$ cat config.mk
export PLATFORM = sky130hd
export DESIGN_NAME = bus_key_sequencer
export DESIGN_NICKNAME = d
export VERILOG_FILES = /design/src/rtl/key_seq_pkg.sv /design/src/rtl/resp_lfsr.sv /design/src/rtl/bus_key_sequencer.sv
export SDC_FILE = /design/constraint.sdc
export NUM_CORES = 1
export LEC_CHECK = 0
export CAP_MARGIN = 20
export CORE_MARGIN = 3
export CORE_UTILIZATION = 40
export DETAILED_ROUTE_END_ITERATION = 7
export REMOVE_ABC_BUFFERS = 1
export SETUP_SLACK_MARGIN = 0.2
export SYNTH_ARGS = -nofsm -noshare
export SYNTH_HDL_FRONTEND = slang
export SYNTH_HIERARCHICAL = 1
export SYNTH_SLANG_ARGS = --single-unit
$ cat constraint.sdc
create_clock -name clk -period 2.4 [get_ports clk]
set_input_delay 0.36 -clock clk [delete_from_list [all_inputs] [get_ports clk]]
set_output_delay 0.36 -clock clk [all_outputs]
set_load 0.005 [all_outputs]
$ cat src/rtl/key_seq_pkg.sv
// Shared types and helpers for the bus key sequencer: FSM state encoding,
// key-step extraction and the Galois LFSR next-state rule.
package key_seq_pkg;

  typedef enum logic [1:0] {
    SEEK    = 2'd0,
    OPEN    = 2'd1,
    LOCKOUT = 2'd2
  } seq_state_t;

  // Generous fixed widths so the helpers serve any legal parameter set;
  // callers size-cast arguments up and results back down.
  localparam int unsigned KEY_MAX_BITS = 256;
  localparam int unsigned STEP_MAX_W   = 32;
  localparam int unsigned LFSR_MAX_W   = 64;

  function automatic logic [STEP_MAX_W-1:0] key_step(
    input logic [KEY_MAX_BITS-1:0] key,
    input int unsigned             i,
    input int unsigned             w
  );
    logic [KEY_MAX_BITS-1:0] sh;
    logic [STEP_MAX_W-1:0]   mask;
    sh   = key >> (i * w);
    mask = (w >= STEP_MAX_W) ? '1 : ((STEP_MAX_W'(1) << w) - STEP_MAX_W'(1));
    return sh[STEP_MAX_W-1:0] & mask;
  endfunction

  // Right-shifting Galois form: the bit shifted out selects the tap feedback.
  function automatic logic [LFSR_MAX_W-1:0] lfsr_next(
    input logic [LFSR_MAX_W-1:0] s,
    input logic [LFSR_MAX_W-1:0] taps
  );
    return s[0] ? ((s >> 1) ^ taps) : (s >> 1);
  endfunction

endpackage

$ cat src/rtl/resp_lfsr.sv
// Response bit generator: Galois LFSR that advances on step and returns to
// its seed on reload (reload wins when both are asserted).
module resp_lfsr
  import key_seq_pkg::*;
#(
  parameter int              W    = 16,
  parameter logic [W-1:0]    TAPS = 16'hB400,
  parameter logic [W-1:0]    SEED = 16'hACE1
) (
  input  logic         clk,
  input  logic         rst,
  input  logic         step,
  input  logic         reload,
  output logic [W-1:0] lfsr
);

  logic [W-1:0] lfsr_reg;

  always_ff @(posedge clk or posedge rst) begin
    if (rst) begin
      lfsr_reg <= SEED;
    end else if (reload) begin
      lfsr_reg <= SEED;
    end else if (step) begin
      lfsr_reg <= W'(lfsr_next(LFSR_MAX_W'(lfsr_reg), LFSR_MAX_W'(TAPS)));
    end
  end

  assign lfsr = lfsr_reg;

endmodule

$ cat src/rtl/bus_key_sequencer.sv
// Bus-snooping key engine: a programmed sequence of address-field reads
// unlocks a data port that streams LFSR response bits; repeated misses lock out.
module bus_key_sequencer
  import key_seq_pkg::*;
#(
  parameter int                       ADDR_W      = 14,
  parameter logic [ADDR_W-1:0]        WIN_MASK    = 14'h3000,
  parameter logic [ADDR_W-1:0]        WIN_MATCH   = 14'h1000,
  parameter int                       PORT_BIT    = 8,
  parameter int                       KEY_LO      = 4,
  parameter int                       KEY_W       = 4,
  parameter int                       KEY_LEN     = 4,
  parameter logic [KEY_LEN*KEY_W-1:0] KEY         = 16'hC9A5,
  parameter int                       LFSR_W      = 16,
  parameter logic [LFSR_W-1:0]        LFSR_TAPS   = 16'hB400,
  parameter logic [LFSR_W-1:0]        LFSR_SEED   = 16'hACE1,
  parameter int                       MAX_FAIL    = 3,
  parameter int                       LOCKOUT_CYC = 1024,
  parameter int                       RESP_MODE   = 0
) (
  input  logic                             clk,
  input  logic                             rst,
  input  logic                             bus_valid,
  input  logic                             sser_n,
  input  logic                             br_w,
  input  logic [ADDR_W-1:0]                ba,
  output logic                             sdrd,
  output logic                             sdrd_oe,
  output logic                             unlocked,
  output logic                             locked_out,
  output logic [$clog2(KEY_LEN+1)-1:0]     stage,
  output logic [$clog2(MAX_FAIL+1)-1:0]    fail_cnt
);

  localparam int STAGE_W = $clog2(KEY_LEN + 1);
  localparam int FAIL_W  = $clog2(MAX_FAIL + 1);
  localparam int TMR_W   = $clog2(LOCKOUT_CYC);
  localparam int TAB_N   = 1 << STAGE_W;

  seq_state_t           state_reg, state_next;
  logic [STAGE_W-1:0]   stage_reg, stage_next;
  logic [FAIL_W-1:0]    fail_reg, fail_next;
  logic [TMR_W-1:0]     timer_reg, timer_next;
  logic                 sdrd_reg, sdrd_next;
  logic                 oe_reg, oe_next;
  logic                 lfsr_step, lfsr_reload;
  logic [LFSR_W-1:0]    lfsr_state;

  logic                 acc, key_acc, dat_acc;
  logic [KEY_W-1:0]     field;
  logic [STAGE_W-1:0]   eval_idx;
  logic                 hit, first_hit, fail_trip, mode_bit;

  // Padded step table so any stage encoding indexes a defined entry.
  logic [KEY_W-1:0] step_tab [TAB_N];

  for (genvar gi = 0; gi < TAB_N; gi++) begin : g_step
    if (gi < KEY_LEN) begin : g_key
      assign step_tab[gi] = KEY_W'(key_step(KEY_MAX_BITS'(KEY), gi, KEY_W));
    end else begin : g_pad
      assign step_tab[gi] = '0;
    end
  end

  assign acc     = bus_valid & ~sser_n & br_w & ((ba & WIN_MASK) == WIN_MATCH);
  assign key_acc = acc & ~ba[PORT_BIT];
  assign dat_acc = acc & ba[PORT_BIT];
  assign field   = ba[KEY_LO +: KEY_W];

  // A key read while open restarts the attempt, so it is judged as step 0.
  assign eval_idx  = (state_reg == OPEN) ? '0 : stage_reg;
  assign hit       = (field == step_tab[eval_idx]);
  assign first_hit = (field == step_tab[0]);
  assign fail_trip = ((fail_reg + FAIL_W'(1)) == FAIL_W'(MAX_FAIL));
  assign mode_bit  = (RESP_MODE == 1) ? ^field : 1'b0;

  resp_lfsr #(
    .W    (LFSR_W),
    .TAPS (LFSR_TAPS),
    .SEED (LFSR_SEED)
  ) u_resp_lfsr (
    .clk    (clk),
    .rst    (rst),
    .step   (lfsr_step),
    .reload (lfsr_reload),
    .lfsr   (lfsr_state)
  );

  always_comb begin
    state_next  = state_reg;
    stage_next  = stage_reg;
    fail_next   = fail_reg;
    timer_next  = timer_reg;
    sdrd_next   = 1'b0;
    oe_next     = dat_acc;
    lfsr_step   = 1'b0;
    lfsr_reload = 1'b0;

    case (state_reg)
      LOCKOUT: begin
        if (dat_acc) sdrd_next = ^stage_reg;
        if (timer_reg == '0) begin
          state_next = SEEK;
        end else begin
          timer_next = timer_reg - TMR_W'(1);
        end
      end
      default: begin
        if (dat_acc) begin
          if (state_reg == OPEN) begin
            sdrd_next = lfsr_state[0] ^ mode_bit;
            lfsr_step = 1'b1;
          end else begin
            sdrd_next = ^stage_reg;
          end
        end
        if (key_acc) begin
          state_next  = SEEK;
          lfsr_reload = (state_reg == OPEN);
          if (hit) begin
            if (eval_idx == STAGE_W'(KEY_LEN - 1)) begin
              state_next = OPEN;
              stage_next = STAGE_W'(KEY_LEN);
              fail_next  = '0;
            end else begin
              stage_next = eval_idx + STAGE_W'(1);
            end
          end else if (fail_trip) begin
            state_next = LOCKOUT;
            timer_next = TMR_W'(LOCKOUT_CYC - 1);
            stage_next = '0;
            fail_next  = '0;
          end else begin
            stage_next = first_hit ? STAGE_W'(1) : '0;
            fail_next  = fail_reg + FAIL_W'(1);
          end
        end
      end
    endcase
  end

  always_ff @(posedge clk or posedge rst) begin
    if (rst) begin
      state_reg <= SEEK;
      stage_reg <= '0;
      fail_reg  <= '0;
      timer_reg <= '0;
      sdrd_reg  <= 1'b0;
      oe_reg    <= 1'b0;
    end else begin
      state_reg <= state_next;
      stage_reg <= stage_next;
      fail_reg  <= fail_next;
      timer_reg <= timer_next;
      sdrd_reg  <= sdrd_next;
      oe_reg    <= oe_next;
    end
  end

  // A zero state would freeze the response stream permanently.
  assert property (@(posedge clk) disable iff (rst) lfsr_state != '0);

  assign sdrd       = sdrd_reg;
  assign sdrd_oe    = oe_reg;
  assign unlocked   = (state_reg == OPEN);
  assign locked_out = (state_reg == LOCKOUT);
  assign stage      = stage_reg;
  assign fail_cnt   = fail_reg;

endmodule

==> run_results.csv, run 1 <==
group,metric,value,unit
run_status,run_status,"completed",
logic_synthesis,synth_top_family_by_area,"simple AND/OR/NAND/NOR gates",
logic_synthesis,async_flop_share,100.0,%
setup_path,cp-start-kind,"register",
timing,max_slew_margin,51.50,%
final_layout,fin_cells,300,
logic_synthesis,synth_seq_cells,35,
logic_synthesis,synthAdderAreaFrac,3.085,%
clock_tree,tritoncts,"built",
final_layout,largest_register_ffs,16,
logic_synthesis,syn_inst,198,
placement,placedCellCount,287,
setup_path,critPathMaxStageDelay,0.38,ns
placement,portBuffers,20,
final_layout,multi_input_area,1106,µm²
clock_tree,cts_max_path_buffers,2,
setup_path,ff2ff_setup_slack,0.31,ns
setup_path,cp_slowest_cell,"dfrtp_1",
routing,vias,1592,
logic_synthesis,synth_area_leaders,"dfrtp_1, dfstp_2, mux2i_1, ha_1, nor2_1",
routing,wl,4159,µm
power,clkPwrFrac,36.0,%
setup_path,crit_end,"timer_reg[5]$_DFFE_PP0P_",
logic_synthesis,yosys.area_share.simple,21.41,%
power,p_sw_share,28.09,%
final_layout,fin_nets,256,
global_route,grt-ovfl-total,0,
setup_path,endpoint_kind,"register",
power,p_int,1086,µW
logic_synthesis,synth-edff-count,0,
placement,gp_congestion,0.8053,
logic_synthesis,ys.flop_type,"dfrtp_1",
logic_synthesis,yosysTopAreaCell,"dfrtp_1",
power,power_switching,424.2,µW
setup_path,critical_path_arrival,2.28,ns
placement,dp_hpwl,2907,µm
logic_synthesis,syn_area_per_cell,10.24,µm²
clock_tree,cts_root_buf,"clkbuf_8",
hold_path,hold_path_class,"input pin to asynchronous set/reset pin",
power,p_per_area,592.6,nW/µm²
timing,fin_worst_skew,0.009982,ns
clock_tree,cts_buffers,5,
floorplan,ios,28,
floorplan,die_w,77.21,µm
final_layout,syn_to_final_growth,25.66,%
power,vdd_drop_max,0.4816,mV
clock_tree,clk_latency,0.30,ns
clock_tree,cts.clk_slew.worst_paths,0.08,ns
routing,drt_iter0_markers,89,
final_layout,diodes,0,
timing,setup_viol,0,
global_route,grt_pass1_wl,7307,µm
setup_path,r2r-start,"state_reg[1]$_DFFE_PP0P_",
final_layout,fill_cells,460,
power,p_comb_share,16.1,%
routing,drc,0,
timing,worst_slack,0.3081,ns
timing,drv_slew,0,
timing,post-route-period-util,87.16,%
setup_path,crit_path_cell_trace,"nand2b_4 > and2_4 > ha_1 > a21oi_4 > xor2_4 > o311ai_4 > buf_6 > buf_4 > nand3_1",
final_layout,seq_area,888.4,µm²
final_layout,final_common_cell,"dfrtp_1",
global_route,grt_usage,15.28,%
timing,max_freq,478.0,MHz
final_layout,drive_above_1_share,28.33,%
floorplan,die_y,77.21,µm
final_layout,layout_common_cells,"dfrtp_1, clkdlybuf4s50_1, nor2_1",
global_route,grt_max_degree,20,
global_route,grt_pass1_vias,1534,
timing,worst_pin_slew,0.7267,ns
setup_path,critPathMaxFanout,8,
logic_synthesis,ys_warn_count,6,
setup_path,r2r_cells,9,
timing,min_period,2.092,ns
timing,rsz0062_at_grt,"false",
routing,wl_per_cell,13.86,µm
power,leakagePower,0.001070,µW
floorplan,die_area,5961,µm²
clock_tree,htreeDepth,2,
floorplan,core-area,4817,µm²
run,drv_cap,0,
setup_path,worst-endpoint-required,2.58,ns
global_route,antenna_found_initial,0,
logic_synthesis,yosysTopAreaCellShare,33.31,%
logic_synthesis,synthMuxAreaShare,3.455,%
power,pwr-share-seq,47.9,%
routing,first_pass_iters,4,
setup_path,cp-startpoint,"state_reg[1]$_DFFE_PP0P_",
floorplan,start_util,42.10,%
routing,vias_per_cell,5.307,
power,power,1510,µW
clock_tree,clock_sinks,35,
placement,pre_cts_ws,0.1000,ns
clock_tree,cts_hold_buf,0,
logic_synthesis,yosysSeqAreaShare,43.68,%
setup_path,critPathKind,"register to register",
logic_synthesis,synth_xor_area_share,3.023,%
logic_synthesis,synth-compound-area-share,20.30,%
logic_synthesis,yosysUniqueCellTypes,59,
timing,finalHoldViolCount,0,
floorplan,row_count,25,
setup_path,r2r_end,"timer_reg[5]$_DFFE_PP0P_",
routing,antenna_left,0,
logic_synthesis,syn-cell-area,2028,µm²
timing,tns,0,ns
## metrics by stage
stage	utilization (%)	hold slack, ns	area, µm²
floorplan	-	0.2680	1974
global placement	48.29	0.4817	2326
detailed placement	48.29	0.4827	2326
CTS	51.17	0.4776	2465
global route	52.91	0.5250	2549
finish	52.91	0.4564	2549
## power by group through the flow
stage | sequential [µW] | clock (µW) | combinational [µW]
CTS | 721 | 561 | 243
finish | 724 | 543 | 244
detailed placement | 731 | 0 | 238
global placement | 732 | 0 | 233
global route | 736 | 580 | 277
floorplan | 717 | 0 | 178
## kinds of logic after synthesis
logic type,Yosys count
adders and majority gates,5
DFF,35
buffers and inverters,20
xor gates and xnor gates,7
muxes,7
AOI/OAI and AO/OA,49
and+or+nand+nor,75
## cell type report
class	instances	share of cell area, %
inverters	13	1.915
clock inverters	3	1.718
multi-input cells	143	43.40
well taps	67	3.289
repair buffers	34	12.13
clock buffers	5	2.700
flip-flops and latches	35	34.86
## what timing repair did
item | in CTS | in global routing
hold endpoints to repair | 0 | 0
pin swaps | 1 | 2
endpoints found under the setup margin | 9 | 16
gates resized for setup | 4 | 15
buffers inserted | 2 | 3
## worst max-delay path: cells and delay by family, from the launching register on
| family | cells | cell delay (ns) |
|---|---|---|
| compound gates | 2 | 0.49 |
| xor+xnor | 1 | 0.14 |
| fa+ha+maj | 1 | 0.31 |
| buf+inv | 2 | 0.26 |
| flops | 1 | 0.38 |
| simple gates | 3 | 0.40 |
## cells in the mapped netlist, types with 2 or more instances
cell	count
o311ai_0	3
dfstp_2	8
clkbuf_1	2
o211ai_1	3
ha_1	5
nor2_1	16
buf_2	3
mux2i_1	7
and2b_2	4
o31ai_1	5
nand2b_4	2
a32o_1	2
xnor2_1	6
a211o_1	2
nor3_1	4
dfrtp_1	27
or4_1	2
a211o_2	5
or3_1	2
inv_1	12
or3_2	2
and2_1	2
nand4_1	4
nand2_1	14
nor2b_1	5
nor4_1	2
nand3_1	6
a21oi_1	7
o21ai_0	5
o21a_1	2
## metal layers
metal | routed length, µm | track usage, %
met3 | 216 | 4.343
met2 | 1743 | 21.59
met4 | 78 | 6.050
met5 | 0 | 0
met1 | 2121 | 21.87
## how the worst min path moves through the flow
stage                                                   to                             from  cells after the start  slack, ns
after floorplan           u_resp_lfsr/lfsr[12]$_DFFE_PP0P_                              rst                      1       0.27
after global placement     u_resp_lfsr/lfsr[7]$_DFFE_PP1P_  u_resp_lfsr/lfsr[8]$_DFFE_PP0P_                      1       0.48
after detailed placement   u_resp_lfsr/lfsr[0]$_DFFE_PP1P_  u_resp_lfsr/lfsr[1]$_DFFE_PP0P_                      1       0.48
after CTS                  u_resp_lfsr/lfsr[2]$_DFFE_PP0P_                              rst                      2       0.48
after global routing       u_resp_lfsr/lfsr[7]$_DFFE_PP1P_  u_resp_lfsr/lfsr[8]$_DFFE_PP0P_                      1       0.52
final                      u_resp_lfsr/lfsr[2]$_DFFE_PP0P_                              rst                      2       0.46
Power figures use the tool's default switching activity.
==> run 2: changes to the inputs <==
SKIP_LAST_GASP = 1   (was unset)
==> results of run 2 <==
The final DEF is identical to that of run 1; final timing and power are the same.
==> variant 1: new RTL, flow settings as in run 1 <==
Change the parameter `LFSR_TAPS` from 16'hB400 to 16'h8000.
--- a/src/rtl/bus_key_sequencer.sv
+++ b/src/rtl/bus_key_sequencer.sv
@@ -14,3 +14,3 @@
   parameter int                       LFSR_W      = 16,
-  parameter logic [LFSR_W-1:0]        LFSR_TAPS   = 16'hB400,
+  parameter logic [LFSR_W-1:0]        LFSR_TAPS   = 16'h8000,
   parameter logic [LFSR_W-1:0]        LFSR_SEED   = 16'hACE1,
Check against the original RTL: no difference found for any inputs over 10 cycles, from zero or initial values and one cycle with rst high; that may be too few to reach the edited logic, so the function may still have changed.
==> variant 1 against run 1 <==
- design area increased by 1.8%
- sequential cell count unchanged
- worst hold slack improved by 0.0042 ns
- routed wire length increased by 7.5%
- setup slack got worse by 0.055 ns
- utilization increased by 3.9 points
- power increased by 0.37%
- sequential share of layout area decreased by 0.65 points
- area after synthesis decreased by 2.2%
- fmax decreased by 2.6%
==> variant 1: results <==
metrics = {
    "finish": {
        "largest_reg_flops": 16,
        "num-nets-final": 259,
        "diodes": 0,
        "fin_cells": 301,
        "drive_above_1_share": 0.267,
    },
    "setup_path": {
        "worst_path_largest_cell_delay_ns": 0.48,
        "r2r_cells": 8,
        "worstPathArrival_ns": 2.33,
        "critPathSlowestCell": "or4b_4",
        "path_delay_family": "simple AND/OR/NAND/NOR gates",
        "r2r-start": "timer_reg[0]",
        "ff2ff_setup_slack_ns": 0.25,
        "crit_fanout": 7,
        "critPathKind": "reg2reg",
    },
    "global_routing": {
        "use_met1": 0.199,
        "antenna_found_initial": 0,
        "grt_pass1_wl_um": 7340,
        "first_global_vias": 1602,
        "met3_usage": 0.0331,
        "use_met2": 0.250,
        "grt_start_max_net_pins": 25,
    },
    "timing": {
        "hold_ws_ns": 0.461,
        "slew_headroom": 0.487,
        "fin_crit_sh": 0.895,
    },
    "drt": {
        "wl_met1_um": 2030,
        "wl_met3_um": 157,
        "drtPass1Iterations": 4,
        "drt-initial-drc-count": 94,
        "avgViaCountPerCell": 5.41,
        "wl_met2_um": 2230,
    },
    "synth": {
        "seq_area_frac_synth": 0.447,
        "synthXorXnorAreaFrac": 0.0177,
        "yosysUniqueCellTypes": 55,
        "synth_common_cells": "27 x dfrtp_1, 17 x nor2_1, 14 x nand2_1, 12 x inv_1, 9 x a211o_1",
        "avgSynthCellArea_sq_um": 10.2,
        "muxShareOfSynthArea": 0.0404,
        "synth_fa_ha_area_frac": 0.0315,
        "synth-compound-area-share": 0.202,
        "synth_area_leaders": "dfrtp_1 34%, dfstp_2 11%, mux2i_1 4.0%",
    },
    "pwr": {
        "p_leak_nw": 1.13,
        "vdd.ir_drop.worst_mv": 0.376,
    },
    "placement": {
        "dpl.hpwl_um": 3020,
        "dp.cells": 280,
        "dp_worst_setup_slack_ns": 0.0760,
        "dpl-instance-area_sq_um": 2290,
    },
    "clocking": {
        "post_cts.repair.setup_buffers": 4,
        "cts_resized": 5,
    },
    "outcome": {
        "status": "finished, final reports clean",
    },
}
-- variant 1: cell count changes after synthesis, sizes merged --
| cell | run 1 | this run |
|---|---|---|
| xnor2 | 6 | 3 |
| a211o | 7 | 9 |
| a21oi | 8 | 6 |
| nor3 | 5 | 3 |
| a211oi | 1 | 0 |
| buf | 5 | 4 |
| clkbuf | 2 | 3 |
| mux2i | 7 | 8 |
| nor2b | 5 | 6 |
-- variant 1: final cells by class --
| type | count | share of cell area |
|---|---|---|
| Tap cell | 65 | 0.0314 |
| Sequential cell | 35 | 0.342 |
| Timing Repair Buffer | 41 | 0.143 |
| Clock inverter | 3 | 0.0169 |
| Inverter | 13 | 0.0188 |
| Clock buffer | 5 | 0.0265 |
| Multi-Input combinational cell | 139 | 0.422 |
-- variant 1: power breakdown --
part | total, W | internal [W] | leakage (nW) | switching, W
Combinational | 0.000261 | 0.000124 | 0.654 | 0.000136
Sequential | 0.000727 | 0.000657 | 0.421 | 0.0000699
Clock | 0.000529 | 0.000309 | 0.0581 | 0.000220
==> variant 2: new RTL, flow settings as in run 1 <==
Made on the original files. Add an input register stage for `bus_valid`, `sser_n`, `br_w` and `ba`, without a reset; this delays them by one clock.
--- a/src/rtl/bus_key_sequencer.sv
+++ b/src/rtl/bus_key_sequencer.sv
@@ -39,2 +39,14 @@
 
+  logic bus_valid_q;
+  logic sser_n_q;
+  logic br_w_q;
+  logic [ADDR_W-1:0] ba_q;
+
+  always_ff @(posedge clk) begin
+    bus_valid_q <= bus_valid;
+    sser_n_q    <= sser_n;
+    br_w_q      <= br_w;
+    ba_q        <= ba;
+  end
+
   seq_state_t           state_reg, state_next;
@@ -64,6 +76,6 @@
 
-  assign acc     = bus_valid & ~sser_n & br_w & ((ba & WIN_MASK) == WIN_MATCH);
-  assign key_acc = acc & ~ba[PORT_BIT];
-  assign dat_acc = acc & ba[PORT_BIT];
-  assign field   = ba[KEY_LO +: KEY_W];
+  assign acc     = bus_valid_q & ~sser_n_q & br_w_q & ((ba_q & WIN_MASK) == WIN_MATCH);
+  assign key_acc = acc & ~ba_q[PORT_BIT];
+  assign dat_acc = acc & ba_q[PORT_BIT];
+  assign field   = ba_q[KEY_LO +: KEY_W];
 
Check against the original RTL: not equivalent (a bounded check fails within 4 cycles, from zero or initial values and one cycle with rst high).
==> variant 2 against run 1 <==
- fmax is 1.7% lower
- sequential cell count is 10 higher
- synthesized cell count up 8.1%
- routed wire length grew 10%
- power increased by 26%
- worst hold slack worse by 0.0022 ns
- design area increased by 9.2%
- setup slack worse by 0.037 ns
- count of clock-buffer cells in the layout up 1
- area after synthesis grew 7.8%
- largest cell class unchanged
- largest power group unchanged
==> variant 2: results <==
metrics = {
    "finish": {
        "num-nets-final": 277,
        "fin_cells": 324,
        "layout.nonclk_buf_frac": 0.118,
        "seq_share": 0.390,
        "n_all_buffers": 37,
        "clkbuf_count": 6,
        "seqCellArea_sq_um": 1090,
        "inverters": 14,
        "clock_cell_area_share": 0.0400,
        "multi_input_area_share": 0.402,
        "drive_above_1_share": 0.252,
    },
    "global_routing": {
        "globalRouteTotalUtil": 0.151,
        "grt_pass1_wl_um": 7690,
        "first_global_vias": 1645,
        "grt_start_max_net_pins": 25,
    },
    "pwr": {
        "p_leak_nw": 1.19,
        "vdd.ir_drop.worst_mv": 0.323,
    },
    "placement": {
        "dpl-instance-area_sq_um": 2530,
        "dp.cells": 312,
        "dp_worst_setup_slack_ns": 0.0833,
        "place.gp.congestion": 0.797,
        "dpl.hpwl_um": 2960,
    },
    "clocking": {
        "cts_sinks": 45,
        "cts_resized": 10,
        "post_cts.repair.setup_buffers": 1,
        "cts_hold_buf": 0,
    },
    "timing": {
        "fin_worst_skew_ns": 0.00754,
        "hold_ws_ns": 0.454,
        "worst_pin_slew_ns": 0.748,
        "fmax_mhz": 470,
    },
    "setup_path": {
        "r2r-start": "state_reg[0]",
        "ff2ff_setup_slack_ns": 0.27,
        "crit_fanout": 7,
        "r2r_cells": 7,
    },
    "synth": {
        "synth_common_cells": "27 x dfrtp_1, 22 x nor2_1, 17 x nand2_1, 13 x inv_1",
        "synth_area_sq_um": 2190,
        "synthXorXnorAreaFrac": 0.0280,
        "avgSynthCellArea_sq_um": 10.2,
        "async_flop_share": 0.778,
        "yosysUniqueCellTypes": 58,
        "synth_fa_ha_area_frac": 0.0286,
        "synth-compound-area-share": 0.185,
        "muxShareOfSynthArea": 0.0366,
    },
    "outcome": {
        "status": "finished, final reports clean",
    },
    "drt": {
        "drt-initial-drc-count": 77,
        "routedWlPerCell_um": 14.1,
    },
}
==> variant 2: cell count changes after synthesis, moves of 3 or more <==
cell	delta
dfxtp_1	+10
nor2_1	+6
nand3_1	-4
a21oi_1	+3
nand2_1	+3
o211ai_1	-3
o21ai_0	+3
o31ai_1	+3
==> variant 2: per-layer routing <==
| layer | up-vias | track usage | wire (um) |
|---|---|---|---|
| li1 | 838 | - | - |
| met1 | 794 | 0.207 | 2270 |
| met2 | 38 | 0.232 | 2030 |
| met3 | 5 | 0.0395 | 228 |
| met4 | 0 | 0.0507 | 53 |
| met5 | - | 0 | 0 |
==> variant 2: worst max-delay path: stages, from the launching register on <==
cell      delay [ns]
dfrtp_1         0.42
nand2b_4        0.11
buf_4           0.16
inv_2           0.04
or3_1           0.39
a211o_4         0.39
or2_1           0.28
o311ai_1        0.24
==> variant 2: power by group <==
part | switching (W) | leakage (nW) | internal, W
logic | 0.000187 | 0.617 | 0.000185
clock network | 0.000266 | 0.0554 | 0.000313
registers | 0.0000895 | 0.515 | 0.000858
